$ cat src/rtl/disk_loader_if.sv
// Command, disk-read and RAM-transfer signals of the disk loader, bundled so the
// controller and its environment connect through one port.
interface disk_loader_if #(
    parameter int DATA_WIDTH = 16,
    parameter int ADDR_WIDTH = 16
);
    // start is a one-cycle command, taken only while the loader is idle (busy=0, done=0);
    // it is neither queued nor acknowledged. busy covers the copy, done pulses once after it.
    logic                  start;
    logic [ADDR_WIDTH-1:0] src;
    logic [ADDR_WIDTH-1:0] dst;
    logic [ADDR_WIDTH-1:0] len;
    logic                  busy;
    logic                  done;

    logic [ADDR_WIDTH-1:0] disk_addr;
    logic                  disk_rd;
    logic [DATA_WIDTH-1:0] disk_data;

    logic [ADDR_WIDTH-1:0] addr_t;
    logic [DATA_WIDTH-1:0] data_t;
    logic                  tr;
    logic                  ldd;

    modport master (
        input  start, src, dst, len, disk_data,
        output busy, done, disk_addr, disk_rd, addr_t, data_t, tr, ldd
    );

    modport slave (
        output start, src, dst, len, disk_data,
        input  busy, done, disk_addr, disk_rd, addr_t, data_t, tr, ldd
    );
endinterface

$ cat src/rtl/disk_loader.sv
// DMA copy of a block of words from a synchronous-read disk into RAM through the
// RAM transfer port; ldd keeps the processor off the RAM for the whole copy.
module disk_loader #(
    parameter int DATA_WIDTH = 16,
    parameter int ADDR_WIDTH = 16
) (
    input  logic          clk,
    input  logic          rst,
    disk_loader_if.master bus,
    output logic [2:0]    state_dbg
);
    typedef enum logic [2:0] {
        IDLE = 3'd0,
        RD   = 3'd1,
        WT   = 3'd2,
        WR   = 3'd3,
        DONE = 3'd4
    } state_t;

    state_t                state, state_nx;
    logic [ADDR_WIDTH-1:0] sptr, dptr, cnt;
    logic [DATA_WIDTH-1:0] dreg;

    always_ff @(posedge clk) begin
        if (rst) begin
            state <= IDLE;
            sptr  <= '0;
            dptr  <= '0;
            cnt   <= '0;
            dreg  <= '0;
        end else begin
            state <= state_nx;
            case (state)
                IDLE: begin
                    if (bus.start) begin
                        sptr <= bus.src;
                        dptr <= bus.dst;
                        cnt  <= bus.len;
                    end
                end
                WT: dreg <= bus.disk_data;
                WR: begin
                    sptr <= sptr + ADDR_WIDTH'(1);
                    dptr <= dptr + ADDR_WIDTH'(1);
                    cnt  <= cnt - ADDR_WIDTH'(1);
                end
                default: ;
            endcase
        end
    end

    // Outputs depend on the registered state only, so start and disk_data never reach a pin.
    always_comb begin
        state_nx    = state;
        bus.busy    = 1'b0;
        bus.ldd     = 1'b0;
        bus.tr      = 1'b0;
        bus.disk_rd = 1'b0;
        bus.done    = 1'b0;
        case (state)
            IDLE: begin
                if (bus.start) state_nx = (bus.len == '0) ? DONE : RD;
            end
            RD: begin
                bus.busy    = 1'b1;
                bus.ldd     = 1'b1;
                bus.disk_rd = 1'b1;
                state_nx    = WT;
            end
            WT: begin
                bus.busy = 1'b1;
                bus.ldd  = 1'b1;
                state_nx = WR;
            end
            WR: begin
                bus.busy = 1'b1;
                bus.ldd  = 1'b1;
                bus.tr   = 1'b1;
                state_nx = (cnt == ADDR_WIDTH'(1)) ? DONE : RD;
            end
            DONE: begin
                bus.done = 1'b1;
                state_nx = IDLE;
            end
            default: state_nx = IDLE;
        endcase
    end

    assign bus.disk_addr = sptr;
    assign bus.addr_t    = dptr;
    assign bus.data_t    = dreg;
    assign state_dbg     = state;
endmodule

$ cat src/flat_wrapper.sv
// flat-port wrapper written by rule: the top's interface ports become plain ports
module disk_loader_flat 
#(
    parameter int DATA_WIDTH = 16,
    parameter int ADDR_WIDTH = 16
)
  (clk, rst, state_dbg, bus_start, bus_src, bus_dst, bus_len, bus_disk_data, bus_busy, bus_done, bus_disk_addr, bus_disk_rd, bus_addr_t, bus_data_t, bus_tr, bus_ldd);
  disk_loader_if #(.DATA_WIDTH(DATA_WIDTH), .ADDR_WIDTH(ADDR_WIDTH)) bus_i ();
  input  logic clk;
  input  logic rst;
  output logic [2:0] state_dbg;
  input wire logic [$bits(bus_i.start)-1:0] bus_start;
  input wire logic [$bits(bus_i.src)-1:0] bus_src;
  input wire logic [$bits(bus_i.dst)-1:0] bus_dst;
  input wire logic [$bits(bus_i.len)-1:0] bus_len;
  input wire logic [$bits(bus_i.disk_data)-1:0] bus_disk_data;
  output wire logic [$bits(bus_i.busy)-1:0] bus_busy;
  output wire logic [$bits(bus_i.done)-1:0] bus_done;
  output wire logic [$bits(bus_i.disk_addr)-1:0] bus_disk_addr;
  output wire logic [$bits(bus_i.disk_rd)-1:0] bus_disk_rd;
  output wire logic [$bits(bus_i.addr_t)-1:0] bus_addr_t;
  output wire logic [$bits(bus_i.data_t)-1:0] bus_data_t;
  output wire logic [$bits(bus_i.tr)-1:0] bus_tr;
  output wire logic [$bits(bus_i.ldd)-1:0] bus_ldd;
  assign bus_i.start = bus_start;
  assign bus_i.src = bus_src;
  assign bus_i.dst = bus_dst;
  assign bus_i.len = bus_len;
  assign bus_i.disk_data = bus_disk_data;
  assign bus_busy = bus_i.busy;
  assign bus_done = bus_i.done;
  assign bus_disk_addr = bus_i.disk_addr;
  assign bus_disk_rd = bus_i.disk_rd;
  assign bus_addr_t = bus_i.addr_t;
  assign bus_data_t = bus_i.data_t;
  assign bus_tr = bus_i.tr;
  assign bus_ldd = bus_i.ldd;
  disk_loader #(.DATA_WIDTH(DATA_WIDTH), .ADDR_WIDTH(ADDR_WIDTH)) u_core (.clk(clk), .rst(rst), .bus(bus_i), .state_dbg(state_dbg));
endmodule
$ cat config.mk
export PLATFORM = sky130hd
export DESIGN_NAME = disk_loader_flat
export DESIGN_NICKNAME = d
export VERILOG_FILES = /design/src/rtl/disk_loader_if.sv /design/src/rtl/disk_loader.sv /design/src/flat_wrapper.sv
export SDC_FILE = /design/constraint.sdc
export NUM_CORES = 1
export LEC_CHECK = 0
export BUFFER_PORTS_ARGS = -buffer_cell sky130_fd_sc_hd__buf_2
export CAP_MARGIN = 10
export CELL_PAD_IN_SITES_DETAIL_PLACEMENT = 0
export CELL_PAD_IN_SITES_GLOBAL_PLACEMENT = 1
export CORE_ASPECT_RATIO = 0.7
export CORE_MARGIN = 5
export CORE_UTILIZATION = 36
export DETAILED_ROUTE_END_ITERATION = 12
export PLACE_DENSITY = 0.84
export SLEW_MARGIN = 20
export SYNTH_ARGS = -nofsm -noshare
export SYNTH_HDL_FRONTEND = slang
export SYNTH_SLANG_ARGS = --single-unit
$ cat constraint.sdc
create_clock -name clk -period 2 [get_ports clk]
set_input_delay 0 -clock clk [delete_from_list [all_inputs] [get_ports clk]]
set_output_delay 0 -clock clk [all_outputs]
set_load 0.01 [all_outputs]
* After elaboration in Yosys (flattened, before gate mapping)
Cells that the tools add are included.
** Word-level totals
- Bits in latches :: 0
- Bits in read-only memories :: 0
- Flip-flop bits (word level) :: 67
- Bits in writable memories :: 0
- Memories :: 0
** Cells by class
- Eq/ne operators :: 6
- Bitwise gates (word level) :: 0
- Add/sub/neg operators :: 3
- Multiply operators :: 0
- Shift-type cells :: 0
- Reductions and logical operators :: 5
- Multiplexer cells :: 14
- Magnitude comparators :: 0
- Div/mod/pow operators :: 0
** Operator list (count)
- 16-bit one-hot mux with 2 select lines :: 3
- 16-bit two-way mux :: 3
- 16-bit by 1-bit adder with 16-bit output, second input constant :: 2
- 16-bit by 1-bit == test with 1-bit output, second input constant :: 1
- 16-bit logical NOT :: 1
- 16-bit by 1-bit subtractor with 16-bit output, second input constant :: 1
- 3-bit one-hot mux with 4 select lines :: 1
- 3-bit two-way mux :: 3
- 3-bit by 2-bit == test with 1-bit output, second input constant :: 2
- 1-bit two-way mux :: 4
- 3-bit by 1-bit == test with 1-bit output, second input constant :: 1
- 3-bit == test, second input constant :: 1
- 3-bit logical NOT :: 1
- 3-bit OR reduction :: 1
- 2-bit inequality test, second input constant :: 1
- 2-bit AND reduction :: 1
- 2-bit nonzero test :: 1

* Depth between registers and ports, before layout
Gate-level depths: netlist (run 1).
- Word-level depth :: 4
- Mapped depth :: 7

* Worst setup path after synthesis (run 1)
Ideal clock, no wire load.
- Kind :: reg-to-reg
- Start point :: register u_core.state[1] (netlist: u_core.state_dbg[1])
- End point :: register u_core.dptr[0] (netlist: u_core.bus.addr_t[0])
- Setup slack :: 0.309 ns
- Arrival :: 1.564 ns
- Period minus slack after synthesis :: 1.691 ns
- Required time :: 1.872 ns
- Cell stages (with the launch flop) :: 7
- Path buffers :: 2
- Cell sequence :: dfxtp_1 or3b_1 a21o_1 buf_6 buf_6 a221oi_1 nor2_1
** Between the ends
- Word-level cells in the longest chain between the ends :: 3
- Elaborated cells on any way between the ends :: 6
- Those cells by class :: eq/ne (2); mux (1); reduce/logical (3)
** RTL lines
- from (decl) :: RTL line disk_loader.sv:20 : state_t state, state_nx;
- from (signal assigned) :: RTL line disk_loader.sv:32 : state <= state_nx;
- 3-bit by 2-bit == test with 1-bit output / 3-bit logical NOT (equally long branches) :: RTL line disk_loader.sv:33 : case (state)
- 2-bit nonzero test (no line) / 2-bit inequality test (equally long branches)
- 2-bit AND reduction (no line)
- to (signal assigned) :: RTL line disk_loader.sv:37 : dptr <= bus.dst;
- to (signal assigned) :: RTL line disk_loader.sv:44 : dptr <= dptr + ADDR_WIDTH'(1);
- to (decl) :: RTL line disk_loader.sv:21 : logic [ADDR_WIDTH-1:0] sptr, dptr, cnt;
Several ways; a longest one is shown, not always the timed one.
A chain may end at the register's enable or synchronous reset.

* Worst setup path in the final report (run 1)
- Start point :: register u_core.state[2] (netlist: u_core.state_dbg[2])
- End point :: register u_core.sptr[11] (netlist: u_core.bus.disk_addr[11])
** Between the ends
- Word-level cells in the longest chain between the ends :: 3
- Elaborated cells on any way between the ends :: 6
- Those cells by class :: eq/ne (2); mux (1); reduce/logical (3)
** RTL lines
- 3-bit by 2-bit == test with 1-bit output / 3-bit logical NOT (equally long branches) :: RTL line disk_loader.sv:33
- 2-bit nonzero test (no line) / 2-bit inequality test (equally long branches)
- 2-bit AND reduction (no line)
- to (signal assigned) :: RTL line disk_loader.sv:36 : sptr <= bus.src;
- to (signal assigned) :: RTL line disk_loader.sv:43 : sptr <= sptr + ADDR_WIDTH'(1);
- to (decl) :: RTL line disk_loader.sv:21
Several ways; a longest one is shown, not always the timed one.

==> impl_metrics.env, run 1 <==
export IMPL_syn_nets=510
export IMPL_drive_above_1_share_pct=27.3
export IMPL_worstMarginPinSlew_ns=0.542
export IMPL_maxSlewViolCount=0
export IMPL_period_needed_ns=1.81
export IMPL_synth_edff_count=0
export IMPL_grt_setup_unrepaired="false"
export IMPL_grt_first_pass_wirelength_um=19200
export IMPL_die_w_um=128
export IMPL_cts_root_buf="clkbuf_16"
export IMPL_gp_congestion=0.909
export IMPL_setup_viol=0
export IMPL_max_clock_path_buffers=2
export IMPL_p_leak_nw=2.08
export IMPL_power_density_nw_per_um2=1040
export IMPL_place_port_buffers=122
export IMPL_criticalPathCategory="reg -> reg"
export IMPL_ant_nets=0
export IMPL_ys_seq_area_share_pct=38.0
export IMPL_pre_cts_ws_ns=0.201
export IMPL_antenna_found_initial=0
export IMPL_crit_arrival_ns=2.01
export IMPL_nNetsFinal=689
export IMPL_period_share_pct=90.3
export IMPL_place_hpwl_um=8580
export IMPL_dieArea_um2=11900
export IMPL_syn_area_per_cell_um2=8.04
export IMPL_layout_common_cells="122 x buf_2, 72 x nand2_1, 67 x dfxtp_1, 50 x dlygate4sd3_1, 37 x a21oi_1"
export IMPL_clock_latency_ns=0.33
export IMPL_ios=123
export IMPL_max_freq_ghz=0.553
export IMPL_first_global_vias=3748
export IMPL_clk_pin_slew_ns=0.05
export IMPL_synth_async_reset_ratio_pct=0
export IMPL_cts_buffers=9
export IMPL_startpoint_type="flip-flop"
export IMPL_postLayoutCoreUtil_pct=52.9
export IMPL_core_rowCount=30
export IMPL_yosys_most_used_dff="dfxtp_1"
export IMPL_synth_seq_cells=67
export IMPL_die_h_um=92.8
export IMPL_cp_data_required_time_ns=2.20
export IMPL_synth_distinct_cells=60
export IMPL_power_mw=5.32
export IMPL_vias=4104
export IMPL_drt_wl_total_um=12100
export IMPL_slew_headroom_pct=63.8
export IMPL_syn_inst=439
export IMPL_via_per_inst=5.46
export IMPL_reg2reg_depth=6
export IMPL_grt_overflow=0
export IMPL_worstHoldPathCells=3
export IMPL_grt_max_degree=36
export IMPL_start_util_pct=36.6
export IMPL_end_kind="flip-flop"
export IMPL_detail_route_first_pass_iterations=5
export IMPL_cts_tree="yes"
export IMPL_grtUsageTotal_pct=19.9
export IMPL_final_common_cell="buf_2"
export IMPL_status="finished clean"
export IMPL_cap_viol_max_count=0
export IMPL_peakVddDrop_uv=458
export IMPL_hold_buffers=50
export IMPL_area_delta_synth_final_pct=44.7
export IMPL_route_detailed_drc=0
export IMPL_cts_sinks=67
export IMPL_hold_viol=0
export IMPL_drt_iter0_drc=279
export IMPL_wire_per_inst_um=16.1
export IMPL_ctsResizeCount=0
export IMPL_setup_tns_ns=0
export IMPL_fin_worst_skew_ns=0.00656
export IMPL_cts_setup_buffers=0
export IMPL_diodes=0
export IMPL_yosys_warnings=0
export IMPL_setup_ws_ns=0.193
export IMPL_hold_class="in -> reg"
export IMPL_htree_levels=3
export IMPL_crit_fanout=18
export IMPL_coreArea_um2=9650
export IMPL_syn_area_um2=3530
[path summary, 6_finish.rpt]
path	slack, ns	endpoint	startpoint
setup / recovery	0.19	u_core.bus.disk_addr[11]	u_core.state_dbg[2]
hold / removal	0.02	u_core.bus.disk_addr[15]	bus_src[15]
setup reg to reg	0.19	u_core.bus.disk_addr[11]	u_core.state_dbg[2]
hold reg to reg	0.45	u_core.bus.data_t[2]	u_core.bus.data_t[2]
[cells in the mapped netlist (2+ instances only)]
library cell	instances	area, um^2
a211oi_1	2	15.0
a21boi_0	2	15.0
a21o_1	2	15.0
a21oi_1	37	185
a221oi_1	2	17.5
a22oi_1	13	97.6
a2bb2oi_1	4	35.0
a311oi_1	3	26.3
a31oi_1	15	93.8
and3_1	3	18.8
and4_1	5	43.8
buf_2	10	50.1
buf_6	2	22.5
clkbuf_1	17	63.8
dfxtp_1	67	1340
ha_1	4	50.1
inv_1	6	22.5
mux2_2	2	22.5
nand2_1	72	270
nand3_1	21	105
nand4_1	8	50.1
nand4b_1	2	17.5
nor2_1	22	82.6
nor3_1	8	40.0
nor4_1	13	81.3
o2111ai_1	3	26.3
o211ai_1	15	113
o21ai_0	9	45.0
o221ai_1	4	35.0
o22ai_1	4	25.0
o311ai_0	6	52.6
or2_2	2	12.5
or3_1	17	106
or4_1	6	45.0
xnor2_1	5	43.8
xor2_1	2	17.5
[per-stage QoR]
step                cell area [um^2]  hold WS (ns)  std cells
floorplan                       3530         0.136        439
global placement                4350         0.240        685
detailed placement              4350         0.247        685
CTS                             5110        0.0116        751
global route                    5110        0.0211        751
finish                          5110        0.0186        751
[sequential cells by signal, summed over array words and instances, names as in the netlist]
signal	cells
u_core.bus.data_t	16
u_core.cnt	16
u_core.bus.disk_addr	16
u_core.bus.addr_t	16
u_core.state_dbg	3
[critical path: stages, from the launching register on]
cell	delay, ns
dfxtp_1	0.30
buf_4	0.17
or4b_2	0.70
buf_4	0.24
nand2_1	0.08
mux2_2	0.13
a21oi_1	0.05
[logic make-up (layout without fill, tap and decap cells)]
family | Yosys count | in the layout | share of synthesized area (%)
AND/OR/NAND/NOR | 190 | 190 | 27.8
adder cells (fa/ha/maj) | 4 | 4 | 1.42
AO/OA/AOI/OAI | 131 | 131 | 25.2
XOR/XNOR | 7 | 7 | 1.74
multiplexers | 3 | 3 | 0.922
buffers and inverters | 37 | 221 | 4.82
flip-flops | 67 | 67 | 38.0
[layout make-up]
| type | instances | area, um^2 |
|---|---|---|
| timing repair buffer | 198 | 1310 |
| multi-input combinational | 335 | 2020 |
| clock inverter | 3 | 15.0 |
| tap | 128 | 160 |
| sequential | 67 | 1340 |
| clock buffer | 13 | 240 |
| inverter | 7 | 26.3 |
| fill | 923 | 4540 |
[routing by layer]
layer	track usage (%)	routed length [um]
met2	29.9	5320
met4	4.68	104
met1	28.5	5710
met5	0	0
met3	4.96	931
[where the power goes]
part / leakage (nW) / switching [mW] / total (mW) / internal (mW)
Combinational: 1.41 / 1.14 / 2.02 / 0.881
Clock: 0.127 / 0.556 / 1.39 / 0.833
Sequential: 0.549 / 0.307 / 1.91 / 1.60
Note: power is estimated with default switching activity, not from simulation.
==> run 2, diff against run 1 <==
Settings changed: CORE_ASPECT_RATIO 0.7 to 1.75, CORE_MARGIN 5 to unset.
==> impl_metrics.env, run 2 (synthesis gave the netlist of run 1 again) <==
export IMPL_status="finished clean"
export IMPL_setup_ws_ns=0.0917
export IMPL_cts_root_buf="clkbuf_16"
export IMPL_area_delta_synth_final_pct=47.3
export IMPL_setup_tns_ns=0
export IMPL_place_hpwl_um=8200
export IMPL_max_clock_path_buffers=2
export IMPL_cts_tree="yes"
export IMPL_die_w_um=76.8
export IMPL_period_share_pct=95.4
export IMPL_pre_cts_ws_ns=0.118
export IMPL_layout_common_cells="122 x buf_2, 72 x nand2_1, 67 x dfxtp_1, 52 x dlygate4sd3_1, 37 x a21oi_1"
export IMPL_drive_above_1_share_pct=27.7
export IMPL_crit_arrival_ns=2.17
export IMPL_clk_pin_slew_ns=0.05
export IMPL_crit_fanout=18
export IMPL_clock_latency_ns=0.33
export IMPL_final_common_cell="buf_2"
export IMPL_diodes=0
export IMPL_dieArea_um2=10200
export IMPL_grt_setup_unrepaired="false"
export IMPL_period_needed_ns=1.91
export IMPL_fin_worst_skew_ns=0.00674
export IMPL_slew_headroom_pct=51.9
export IMPL_setup_viol=0
export IMPL_maxSlewViolCount=0
export IMPL_place_port_buffers=122
export IMPL_die_h_um=133
export IMPL_grt_overflow=0
export IMPL_cp_data_required_time_ns=2.26
export IMPL_via_per_inst=5.65
export IMPL_vias=4213
export IMPL_end_kind="flip-flop"
export IMPL_wire_per_inst_um=15.6
export IMPL_route_detailed_drc=0
export IMPL_nNetsFinal=690
export IMPL_ios=123
export IMPL_cts_buffers=9
export IMPL_grtUsageTotal_pct=23.1
export IMPL_max_freq_ghz=0.524
export IMPL_worstMarginPinSlew_ns=0.721
export IMPL_drt_iter0_drc=217
export IMPL_hold_viol=0
export IMPL_ant_nets=0
export IMPL_htree_levels=3
export IMPL_first_global_vias=4042
export IMPL_coreArea_um2=9470
export IMPL_p_leak_nw=2.12
export IMPL_power_density_nw_per_um2=1080
export IMPL_antenna_found_initial=0
export IMPL_cts_setup_buffers=0
export IMPL_startpoint_type="flip-flop"
export IMPL_drt_wl_total_um=11600
export IMPL_detail_route_first_pass_iterations=5
export IMPL_hold_class="in -> reg"
export IMPL_core_rowCount=47
export IMPL_gp_congestion=0.931
export IMPL_peakVddDrop_uv=604
export IMPL_cts_sinks=67
export IMPL_grt_max_degree=34
export IMPL_cap_viol_max_count=0
export IMPL_start_util_pct=37.3
export IMPL_criticalPathCategory="reg -> reg"
export IMPL_grt_first_pass_wirelength_um=18900
run 2: cell types whose count changed in the layout (fill, tap and decap cells not counted), sizes merged:
cell,before,now
clkbuf,13,11
clkinvlp,0,1
bufinv,0,2
dlygate4sd3,50,52
clkinv,3,2
buf,148,147
run 2: through the flow:
| step | util [%] | power (mW) | hold WS [ns] | instances | instance area, um^2 |
|---|---|---|---|---|---|
| floorplan | - | 3.09 | 0.136 | 439 | 3530 |
| global placement | 45.8 | 3.74 | 0.244 | 678 | 4340 |
| detailed placement | 45.8 | 3.77 | 0.249 | 678 | 4340 |
| CTS | 54.9 | 5.63 | 0.00502 | 746 | 5190 |
| global route | 54.9 | 5.94 | 0.0231 | 746 | 5200 |
| finish | 54.9 | 5.61 | 0.0108 | 746 | 5200 |
run 2: worst paths after layout:
| kind | from | to | slack, ns | cells after the start |
|---|---|---|---|---|
| hold reg to reg | u_core.bus.data_t[5] | u_core.bus.data_t[5] | 0.45 | 2 |
| hold / removal | bus_src[15] | u_core.bus.disk_addr[15] | 0.01 | 3 |
| setup / recovery | u_core.state_dbg[0] | u_core.bus.addr_t[7] | 0.09 | 4 |
| setup reg to reg | u_core.state_dbg[0] | u_core.bus.addr_t[7] | 0.09 | 4 |
run 2: critical path: stages, from the launching register on:
cell	delay, ns
dfxtp_1	0.35
or3b_1	0.45
a21o_1	0.47
or3_1	0.46
a21oi_1	0.12
run 2: report_power, final:
part / leakage [nW] / switching, mW / internal [mW]
Sequential: 0.549 / 0.310 / 1.60
Clock: 0.162 / 0.611 / 1.16
Combinational: 1.41 / 1.08 / 0.844
Total: 2.12 / 2.01 / 3.61
run 2: layout make-up:
| class | count | area (um^2) |
|---|---|---|
| Fill cell | 893 | 4270 |
| Multi-Input combinational cell | 335 | 2020 |
| Sequential cell | 67 | 1340 |
| Timing Repair Buffer | 199 | 1320 |
| Clock buffer | 11 | 253 |
| Tap cell | 122 | 153 |
| Clock inverter | 5 | 85.1 |
| Inverter | 7 | 28.8 |
run 2: per-layer routing:
metal	wire [um]	share of wire, %	vias up	global-route usage, %
met2	6260	54	140	43.0
met4	308	2.7	0	11.1
met5	0	0	-	0
met3	489	4.2	23	3.93
met1	4550	39	2016	24.5
li1	-	-	2034	-
run 2: timing repair:
action	4_1_cts	5_1_grt
hold buffers	52	0
endpoints found under the hold margin	52	0
resized for setup	0	1
setup endpoints to repair	0	1
==> run 3, diff against run 2 <==
Settings changed: CORE_MARGIN set to 8, CORE_UTILIZATION 36 to 39, PLACE_DENSITY 0.84 to 0.9.
Clock period 2 ns to 2.4 ns, I/O delays scaled along.
==> impl_metrics.env, run 3 (synthesis gave the netlist of run 1 again) <==
export IMPL_status="finished clean"
export IMPL_switching_share_pct=37.0
export IMPL_cts_setup_buffers=0
export IMPL_multi_input_area_um2=2020
export IMPL_die_h_um=142
export IMPL_fin_worst_skew_ns=0.00560
export IMPL_criticalPathCategory="reg -> reg"
export IMPL_vias=4085
export IMPL_ctsResizeCount=0
export IMPL_drt_iter0_drc=211
export IMPL_nFillCells=831
export IMPL_timing_rr_end="u_core.bus.addr_t[9]"
export IMPL_wire_per_inst_um=16.7
export IMPL_peakVddDrop_uv=442
export IMPL_start_util_pct=39.6
export IMPL_diodes=0
export IMPL_place_hpwl_um=8690
export IMPL_gp_congestion=0.896
export IMPL_min_to="u_core.cnt[10]"
export IMPL_startpoint_type="flip-flop"
export IMPL_crit_arrival_ns=2.31
export IMPL_slew_headroom_pct=44.6
export IMPL_end_kind="flip-flop"
export IMPL_clk_pin_slew_ns=0.05
export IMPL_setup_tns_ns=0
export IMPL_cts_buffers=9
export IMPL_setup_ws_ns=0.337
export IMPL_grt_max_degree=37
export IMPL_hold_viol=0
export IMPL_grt_first_pass_wirelength_um=19100
export IMPL_detail_route_first_pass_iterations=4
export IMPL_antenna_found_initial=0
export IMPL_max_freq_ghz=0.485
export IMPL_grt_overflow=0
export IMPL_pre_cts_ws_ns=0.352
export IMPL_cts_root_buf="clkbuf_16"
export IMPL_power_frac_comb_pct=35.2
export IMPL_internal_power_mw=2.73
export IMPL_coreArea_um2=8920
export IMPL_core_rowCount=46
export IMPL_critical_path_startpoint="u_core.state_dbg[1]"
export IMPL_p_leak_nw=2.02
export IMPL_place_port_buffers=122
export IMPL_grtUsageTotal_pct=19.3
export IMPL_drive_above_1_share_pct=25.4
export IMPL_hold_class="in -> reg"
export IMPL_reg2reg_depth=5
export IMPL_grt_setup_unrepaired="false"
export IMPL_worstHoldPathCells=3
export IMPL_period_share_pct=86.0
export IMPL_reg2reg_slack_ns=0.34
export IMPL_final_common_cell="buf_2"
export IMPL_ios=123
export IMPL_nNetsFinal=673
export IMPL_period_needed_ns=2.06
export IMPL_pwr_share_clk_pct=27.7
export IMPL_crit_fanout=17
export IMPL_worstMarginPinSlew_ns=0.830
export IMPL_power_density_nw_per_um2=867
export IMPL_setup_viol=0
export IMPL_switching_power_mw=1.60
export IMPL_layout_common_cells="122 x buf_2, 72 x nand2_1, 67 x dfxtp_1, 51 x dlygate4sd3_1, 37 x a21oi_1"
export IMPL_regArea_um2=1340
export IMPL_max_clock_path_buffers=2
export IMPL_cp_data_required_time_ns=2.65
export IMPL_maxSlewViolCount=0
export IMPL_dieArea_um2=12500
export IMPL_drt_wl_total_um=12200
export IMPL_cap_viol_max_count=0
export IMPL_die_w_um=87.9
export IMPL_route_detailed_drc=0
export IMPL_p_seq_share_pct=37.2
export IMPL_postLayoutCoreUtil_pct=56.0
export IMPL_htree_levels=3
export IMPL_cts_sinks=67
export IMPL_power_mw=4.33
export IMPL_clock_latency_ns=0.33
export IMPL_via_per_inst=5.62
export IMPL_fin_hold_ws_ns=0.00567
export IMPL_area_delta_synth_final_pct=41.6
export IMPL_cts_tree="yes"
export IMPL_first_global_vias=4038
export IMPL_hold_path_startpoint="bus_len[10]"
export IMPL_ant_nets=0
export IMPL_rr_startpoint="u_core.state_dbg[1]"
[run 3: cell types whose count changed in the layout (fill, tap and decap cells not counted), moves of 2 or more]
cell       before  now
clkinv_4        2    0
buf_4          25    9
clkbuf_1        0    3
clkinv_2        0    2
bufinv_16       2    0
[run 3: worst max-delay path by stage]
stage	endpoint	slack, ns
3_5_place_dp	u_core.bus.addr_t[9]	0.35
4_1_cts	u_core.bus.addr_t[9]	0.32
2_1_floorplan	u_core.bus.addr_t[0]	0.71
3_3_place_gp	u_core.bus.addr_t[9]	0.47
5_1_grt	u_core.bus.addr_t[9]	0.19
6_report	u_core.bus.addr_t[9]	0.34
[run 3: repair_timing]
| item | CTS | global route |
|---|---|---|
| endpoints found under the hold margin | 51 | 0 |
| endpoints found under the setup margin | 0 | 0 |
| hold buffers | 51 | 0 |
[run 3: cell type report]
type / count / share of cell area, %
multi-input combinational: 335 / 40.4
sequential: 67 / 26.8
timing repair buffer: 182 / 23.8
clock buffer: 14 / 5.28
tap: 120 / 3.00
inverter: 7 / 0.526
clock inverter: 2 / 0.200
[run 3: worst max-delay path: stages, from the launching register on]
cell and delay (ns):
dfxtp_1 0.57, nand3b_2 0.25, inv_2 0.31, nand3_1 0.23, or4_1 0.46, a31oi_1 0.17
[run 3: through the flow]
stage          instances  instance area (um^2)
2_1_floorplan        439                  3530
3_3_place_gp         660                  4210
3_5_place_dp         660                  4210
4_1_cts              727                  5000
5_1_grt              727                  5000
6_report             727                  5000
[run 3: routing by layer]
layer / track usage (%) / part of all wire (%) / wire (um)
met1: 19.6 / 38 / 4660
met2: 34.9 / 53 / 6440
met3: 3.01 / 5.1 / 625
met4: 11.9 / 3.5 / 431
met5: 0 / 0 / 0
[run 3: power groups by stage]
| stage | clock, mW | sequential, mW | combinational, mW |
|---|---|---|---|
| floorplan | 0 | 1.63 | 0.945 |
| global placement | 0 | 1.61 | 1.45 |
| detailed placement | 0 | 1.62 | 1.47 |
| CTS | 1.23 | 1.60 | 1.54 |
| global route | 1.28 | 1.65 | 1.67 |
| finish | 1.20 | 1.61 | 1.52 |
